--- src/rtl/display_pkg.sv ---
// display_pkg: scan FSM states, seven-segment patterns (abcdefg) and BCD decode.
package display_pkg;
  typedef enum logic {BLANK, DRIVE} state_t;
  localparam logic [1:7] SEG_0 = 7'b1111110;
  localparam logic [1:7] SEG_1 = 7'b0110000;
  localparam logic [1:7] SEG_2 = 7'b1101101;
  localparam logic [1:7] SEG_3 = 7'b1111001;
  localparam logic [1:7] SEG_4 = 7'b0110011;
  localparam logic [1:7] SEG_5 = 7'b1011011;
  localparam logic [1:7] SEG_6 = 7'b1011111;
  localparam logic [1:7] SEG_7 = 7'b1110000;
  localparam logic [1:7] SEG_8 = 7'b1111111;
  localparam logic [1:7] SEG_9 = 7'b1111011;
  localparam logic [1:7] SEG_BLANK = 7'b0000000;
  function automatic logic [1:7] decode(input logic [3:0] d);
    case (d)
      4'd0: return SEG_0;
      4'd1: return SEG_1;
      4'd2: return SEG_2;
      4'd3: return SEG_3;
      4'd4: return SEG_4;
      4'd5: return SEG_5;
      4'd6: return SEG_6;
      4'd7: return SEG_7;
      4'd8: return SEG_8;
      4'd9: return SEG_9;
      default: return SEG_BLANK;
    endcase
  endfunction
endpackage

--- src/rtl/scan_tick_gen.sv ---
// scan_tick_gen: free-running slot counter with end-of-guard and end-of-slot strobes.
module scan_tick_gen #(
  parameter int TICK_DIV = 50000,
  parameter int GUARD_CYCLES = 500
) (
  input  logic clk,
  input  logic rst,
  output logic guard_done,
  output logic slot_done
);
  localparam int CW = $clog2(TICK_DIV);
  logic [CW-1:0] cnt;
  assign guard_done = cnt == CW'(GUARD_CYCLES - 1);
  assign slot_done = cnt == CW'(TICK_DIV - 1);
  always_ff @(posedge clk or posedge rst)
    if (rst) cnt <= '0;
    else cnt <= slot_done ? '0 : cnt + 1'b1;
endmodule

--- src/rtl/display_scan_ctrl.sv ---
// display_scan_ctrl: multiplexed seven-segment scanner with frame-boundary commit of loaded BCD frames.
// Define SCAN_LEADING_ZERO_BLANK_EN to blank leading zero digits (digit 0 always shown).
module display_scan_ctrl
  import display_pkg::*;
#(
  parameter int NUM_DIGITS = 4,
  parameter int TICK_DIV = 50000,
  parameter int GUARD_CYCLES = 500
) (
  input  logic clk,
  input  logic rst,
  input  logic load,
  input  logic [4*NUM_DIGITS-1:0] bcd_in,
  output logic load_ack,
  output logic [NUM_DIGITS-1:0] an,
  output logic [1:7] leds
);
  localparam int IW = NUM_DIGITS > 1 ? $clog2(NUM_DIGITS) : 1;
  state_t state;
  logic [IW-1:0] idx;
  logic [4*NUM_DIGITS-1:0] active, pending;
  logic pending_valid, guard_done, slot_done, wrap;
  logic [3:0] digit;
  logic [1:7] seg;
  scan_tick_gen #(.TICK_DIV(TICK_DIV), .GUARD_CYCLES(GUARD_CYCLES)) u_tick (
    .clk(clk),
    .rst(rst),
    .guard_done(guard_done),
    .slot_done(slot_done)
  );
  assign wrap = idx == IW'(NUM_DIGITS - 1);
  assign digit = active[4*int'(idx) +: 4];
`ifdef SCAN_LEADING_ZERO_BLANK_EN
  logic lz;
  always_comb begin
    lz = idx != '0;
    for (int j = 0; j < NUM_DIGITS; j++)
      if (j >= int'(idx) && active[4*j +: 4] != 4'd0) lz = 1'b0;
    seg = lz ? SEG_BLANK : decode(digit);
  end
`else
  assign seg = decode(digit);
`endif
  always_ff @(posedge clk or posedge rst) begin
    if (rst) begin
      state <= BLANK;
      idx <= '0;
      active <= '0;
      pending <= '0;
      pending_valid <= 1'b0;
      an <= '0;
      leds <= SEG_BLANK;
      load_ack <= 1'b0;
    end else begin
      load_ack <= 1'b0;
      if (load) begin
        pending <= bcd_in;
        pending_valid <= 1'b1;
      end
      if (state == BLANK && guard_done) begin
        state <= DRIVE;
        an <= NUM_DIGITS'(1) << idx;
        leds <= seg;
      end
      if (state == DRIVE && slot_done) begin
        state <= BLANK;
        an <= '0;
        leds <= SEG_BLANK;
        idx <= wrap ? '0 : idx + 1'b1;
        // Frame boundary: a load arriving this very cycle wins over the pending copy.
        if (wrap && (pending_valid || load)) begin
          active <= load ? bcd_in : pending;
          pending_valid <= 1'b0;
          load_ack <= 1'b1;
        end
      end
    end
  end
endmodule

--- config.mk ---
export PLATFORM = sky130hd
export DESIGN_NAME = display_scan_ctrl
export DESIGN_NICKNAME = d
export VERILOG_FILES = /design/src/rtl/display_pkg.sv /design/src/rtl/scan_tick_gen.sv /design/src/rtl/display_scan_ctrl.sv
export SDC_FILE = /design/constraint.sdc
export NUM_CORES = 1
export LEC_CHECK = 0
export BUFFER_PORTS_ARGS = -buffer_cell sky130_fd_sc_hd__buf_2
export CAP_MARGIN = 0
export CORE_MARGIN = 1.5
export CORE_UTILIZATION = 55
export DETAILED_ROUTE_END_ITERATION = 10
export HOLD_SLACK_MARGIN = 0.05
export PLACE_DENSITY = 0.75
export SLEW_MARGIN = 15
export SYNTH_ARGS = -nofsm -noshare
export SYNTH_HDL_FRONTEND = slang
export SYNTH_SLANG_ARGS = --single-unit
--- constraint.sdc ---
create_clock -name clk -period 2.2 [get_ports clk]
set_input_delay 0.33 -clock clk [delete_from_list [all_inputs] [get_ports clk]]
set_output_delay 0.33 -clock clk [all_outputs]
set_load 0.03 [all_outputs]
==> results.md <==
- The detailed-route via count is a little under 2000.
- Among all stages on the critical path, the largest delay is contributed by sky130_fd_sc_hd__mux4_2.
- The area growth from synthesis to layout is 14.7%.
- The normalized max-slew margin is 0.432.
- The count of buffer and inverter cells on the critical path is 1.
- The power per cell area is 615 nW/µm².
- The last weighted congestion value of the routability-driven placer is 0.838.
- The compound-cell area share of the yosys netlist is 0.0725.
- The critical path runs through a total of 5 cells.
- Synthesis inferred between 60 and 70 register bits.
- The antenna diode count is 0.
- The top achievable clock speed is between 500 and 600 MHz.
- The die covers 5940 µm².
- The predominant post-synthesis flop cell is sky130_fd_sc_hd__dfrtp_1.
- The floorplan has 26 rows.
- The cell count after synthesis is ~240.
- The net count after synthesis is ~270.
- Following the worst setup path forward leads to its endpoint at leds[4].
- Of the total synthesized cell area, the portion taken by XOR and XNOR cells is 0.0377.
- Gates resized during post-CTS repair numbered 0.
- The die is 77.1 µm wide.
- The number of buffers on the longest clock path is 2.
- Of the total synthesized cell area, the portion taken by AND, OR, NAND and NOR gates is 0.115.
- The die boundary height is 77.1 µm.
- After clock tree synthesis, the flow added hold-fix buffers numbering 0.
- The detailed router finished its first iteration with 85 violations.
- The area occupied by multi-input gates is 1330 µm².
- The area of the core is ~5200 µm².
- The static power due to leakage is around 0.0016 µW.
- For this run, asynchronously set or reset flops after synthesis account for 1.00.
- The sum of overflow across all layers after global routing is 0.
- The clock tree root driver cell is sky130_fd_sc_hd__clkbuf_8.
- For this run, the total global-route usage over all layers was measured as 0.220.
- The worst setup path is launched from a flip-flop.
- The post-CTS setup buffer count is 0.
- The initial antenna violation count is 0.
- The launch point of the worst path is idx[0].
- The portion of synthesized area spent on multiplexers is 0.174.
- In the final layout, the share of cells above drive strength 1 is 0.340.
- Entering global routing, the biggest net connects 65 pins.
- VDD sags by at most 0.000405 V.
- The kind of critical path is flip-flop to flip-flop.
- After synthesis, the netlist uses 37 different library cells.
- Dividing the final minimum period by the clock period gives 0.902.
- For the pin with the worst max-slew slack, the measured transition is 0.844 ns.
- During I/O placement, the number of pins put on the boundary was 31.
- Setup repair after global routing left no endpoint under its margin.
- The min-delay analysis places its worst path in the category primary input to asynchronous set/reset pin.
- For this run, the slowest stage of the critical path takes slightly below 0.6 ns.
- The post-layout instance area is approximately 3500 µm².
- The max-capacitance violation count is 0.
- The average via count per standard cell is around 5.6.
- For this run, the register share of the synthesized area comes to 0.530.
- The final net count is 314.
- Walking the worst path, the cells encountered are mux4_2, inv_1, ha_1, a221oi_1, a21oi_1.
- The final antenna-violating net count is 0.
- The first-pass detailed-route iteration total is 4.
- Port buffering added 30 buffers.
- The synthesized netlist occupies a cell area of about 3000 µm².
- Counting the fill cells in the layout gives 407.
- The final layout contains routed wiring with a total length of roughly 5500 µm.
- Setup violations remaining at the end of the flow were counted as 0.
- The worst register-to-register path begins at idx[0].
- The HPWL after detailed placement is 3870 µm.
- The adder and majority gate portion of the synthesized area is 0.0414.
- In this run, synthesis inferred 0 flip-flops with an integrated enable.
- The detailed-route DRC error count is 0.
- Adding up every negative setup slack in the final design gives 0 ns.
- The largest family of logic cells by synthesized area is multiplexers.
- In the final routed layout, each cell accounts on average for around 15 µm.
- Registers take between 1500 and 2000 µm².
- After layout, the minimum clock period comes to 1.98 ns.
- The number of global-route vias before repair is between 2000 and 2500.
- Across all register-to-register paths, the minimum setup slack is approximately 0.22 ns.
- The maximum level of the CTS H-tree is 3.
- The average instance in the mapped netlist occupies approximately 12 µm².
- Clock tree synthesis inserted a total of 9 buffers.
- The count of pins over their slew limit was 0.
- The total of warnings raised by yosys is 0.
- The endpoint identified for the worst register-to-register timing path is leds[4].
- The clock drives 64 sinks.
- The first-pass GRT wire length is slightly above 10000 µm.
- The family of cells with the greatest summed delay on the critical path is multiplexers.
- Data on the critical path arrives at its endpoint at approximately 2.2 ns.
- Clock-pin slew was measured on the worst setup and hold paths at around 0.060 ns.
- The number of cells on the worst reg-to-reg path is 5.
- The TritonCTS clock tree is yes.
- For this configuration, the core starts out at a cell density of 0.580.
- Along the worst path, the maximum fanout reaches 9.
- The category of the worst setup path capture point is a flip-flop.
- The number of hold violations in the final report came to 0.
- The flow ran to the end, and the final reports show no timing, DRC or antenna violations.
- Between clock sinks in the finished design, the worst skew comes to between 0.004 and 0.005 ns.
- For the worst setup path, the data required time is 2.39 ns.
- The latest clock arrival within the worst-skew pair is between 0.3 and 0.4 ns.
- In this run the cell area measured after placement is roughly 3300 µm².
==> layer usage <==
layer | GRT usage | vias to the layer above | wire length [µm]
li1 | - | 950 | -
met1 | 0.286 | 986 | 2490
met2 | 0.348 | 40 | 2650
met3 | 0.0488 | 14 | 187
met4 | 0.111 | 0 | 146
met5 | 0 | - | 0
==> layout make-up <==
type                    instances  share of cell area
well taps                      70              0.0253
clock inverters                 1             0.00145
clock buffers                  13              0.0430
flip-flops and latches         64               0.463
multi-input cells             158               0.384
repair buffers                 38              0.0679
inverters                      14              0.0152
==> how the worst min path moves through the flow <==
stage,to
finish,pending[12]
detailed placement,pending[12]
floorplan,u_tick.cnt[0]
global route,u_tick.cnt[10]
CTS,pending[12]
global placement,pending[12]
==> registers in the layout, summed over array words and instances, names as in the netlist <==
register / cells
active: 16
pending: 16
u_tick.cnt: 16
leds: 7
an: 4
idx: 2
load_ack: 1
pending_valid: 1
state: 1
==> cell families after synthesis <==
kind of cell / Yosys count
AO/OA/AOI/OAI: 34
adder cells (fa/ha/maj): 10
buffers and inverters: 21
multiplexers: 42
AND/OR/NAND/NOR: 59
XOR/XNOR: 13
flip-flops: 64
==> per-stage QoR <==
step / cells / util / power [µW] / hold slack, ns / setup WS [ns]
floorplan: 243 / - / 1290 / 0.455 / 0.219
global placement: 344 / 0.635 / 1320 / 0.420 / 0.177
detailed placement: 344 / 0.635 / 1330 / 0.424 / 0.115
CTS: 358 / 0.665 / 2150 / 0.0595 / 0.0922
global route: 358 / 0.665 / 2230 / 0.0868 / 0.0908
finish: 358 / 0.665 / 2130 / 0.0424 / 0.216
==> synthesized netlist by cell type, types with 5 or more instances <==
library cell              number  area (µm²)
sky130_fd_sc_hd__inv_1        14        52.6
sky130_fd_sc_hd__dfrtp_1      64        1600
sky130_fd_sc_hd__nand2_1      10        37.5
sky130_fd_sc_hd__nor2_1       14        52.6
sky130_fd_sc_hd__a21oi_1       9        45.0
sky130_fd_sc_hd__ha_1         10         125
sky130_fd_sc_hd__mux2_2       34         383
sky130_fd_sc_hd__o21ai_0      12        60.1
sky130_fd_sc_hd__nor2b_1       5        31.3
sky130_fd_sc_hd__nand4_1       6        37.5
sky130_fd_sc_hd__mux4_2        5         113
sky130_fd_sc_hd__nor3_1        5        25.0
sky130_fd_sc_hd__xnor2_1      10        87.6
sky130_fd_sc_hd__nand3_1       5        25.0
==> where the power goes <==
group	switching, µW	leakage, µW	total (µW)	internal (µW)
clock network	400	0.0000794	826	426
registers	6.63	0.000837	1210	1210
logic	47.2	0.000705	90.1	42.9
total	454	0.00162	2130	1680
==> worst reg2reg max path, cell delays in order (launching register included) <==
cell and delay (ns):
sky130_fd_sc_hd__dfrtp_2 0.48, sky130_fd_sc_hd__mux4_2 0.59, sky130_fd_sc_hd__inv_1 0.13, sky130_fd_sc_hd__ha_1 0.26, sky130_fd_sc_hd__a221oi_1 0.30, sky130_fd_sc_hd__a21oi_1 0.09
==> cell usage in the layout (no fill, tap or decap), drive strengths merged, types with 2 or more instances in the layout <==
cell / Yosys / routed
a21oi: 9 / 9
a221oi: 3 / 3
a22o: 4 / 4
a2bb2oi: 2 / 2
a31o: 2 / 2
buf: 3 / 38
clkbuf: 4 / 13
dfrtp: 64 / 64
ha: 10 / 10
inv: 14 / 14
mux2: 34 / 34
mux2i: 3 / 3
mux4: 5 / 5
nand2: 11 / 11
nand2b: 2 / 2
nand3: 5 / 5
nand4: 6 / 6
nor2: 14 / 14
nor2b: 5 / 5
nor3: 6 / 6
nor4: 4 / 4
o21ai: 12 / 12
xnor2: 10 / 10
xor2: 3 / 3
Power figures use the tool's default switching activity.
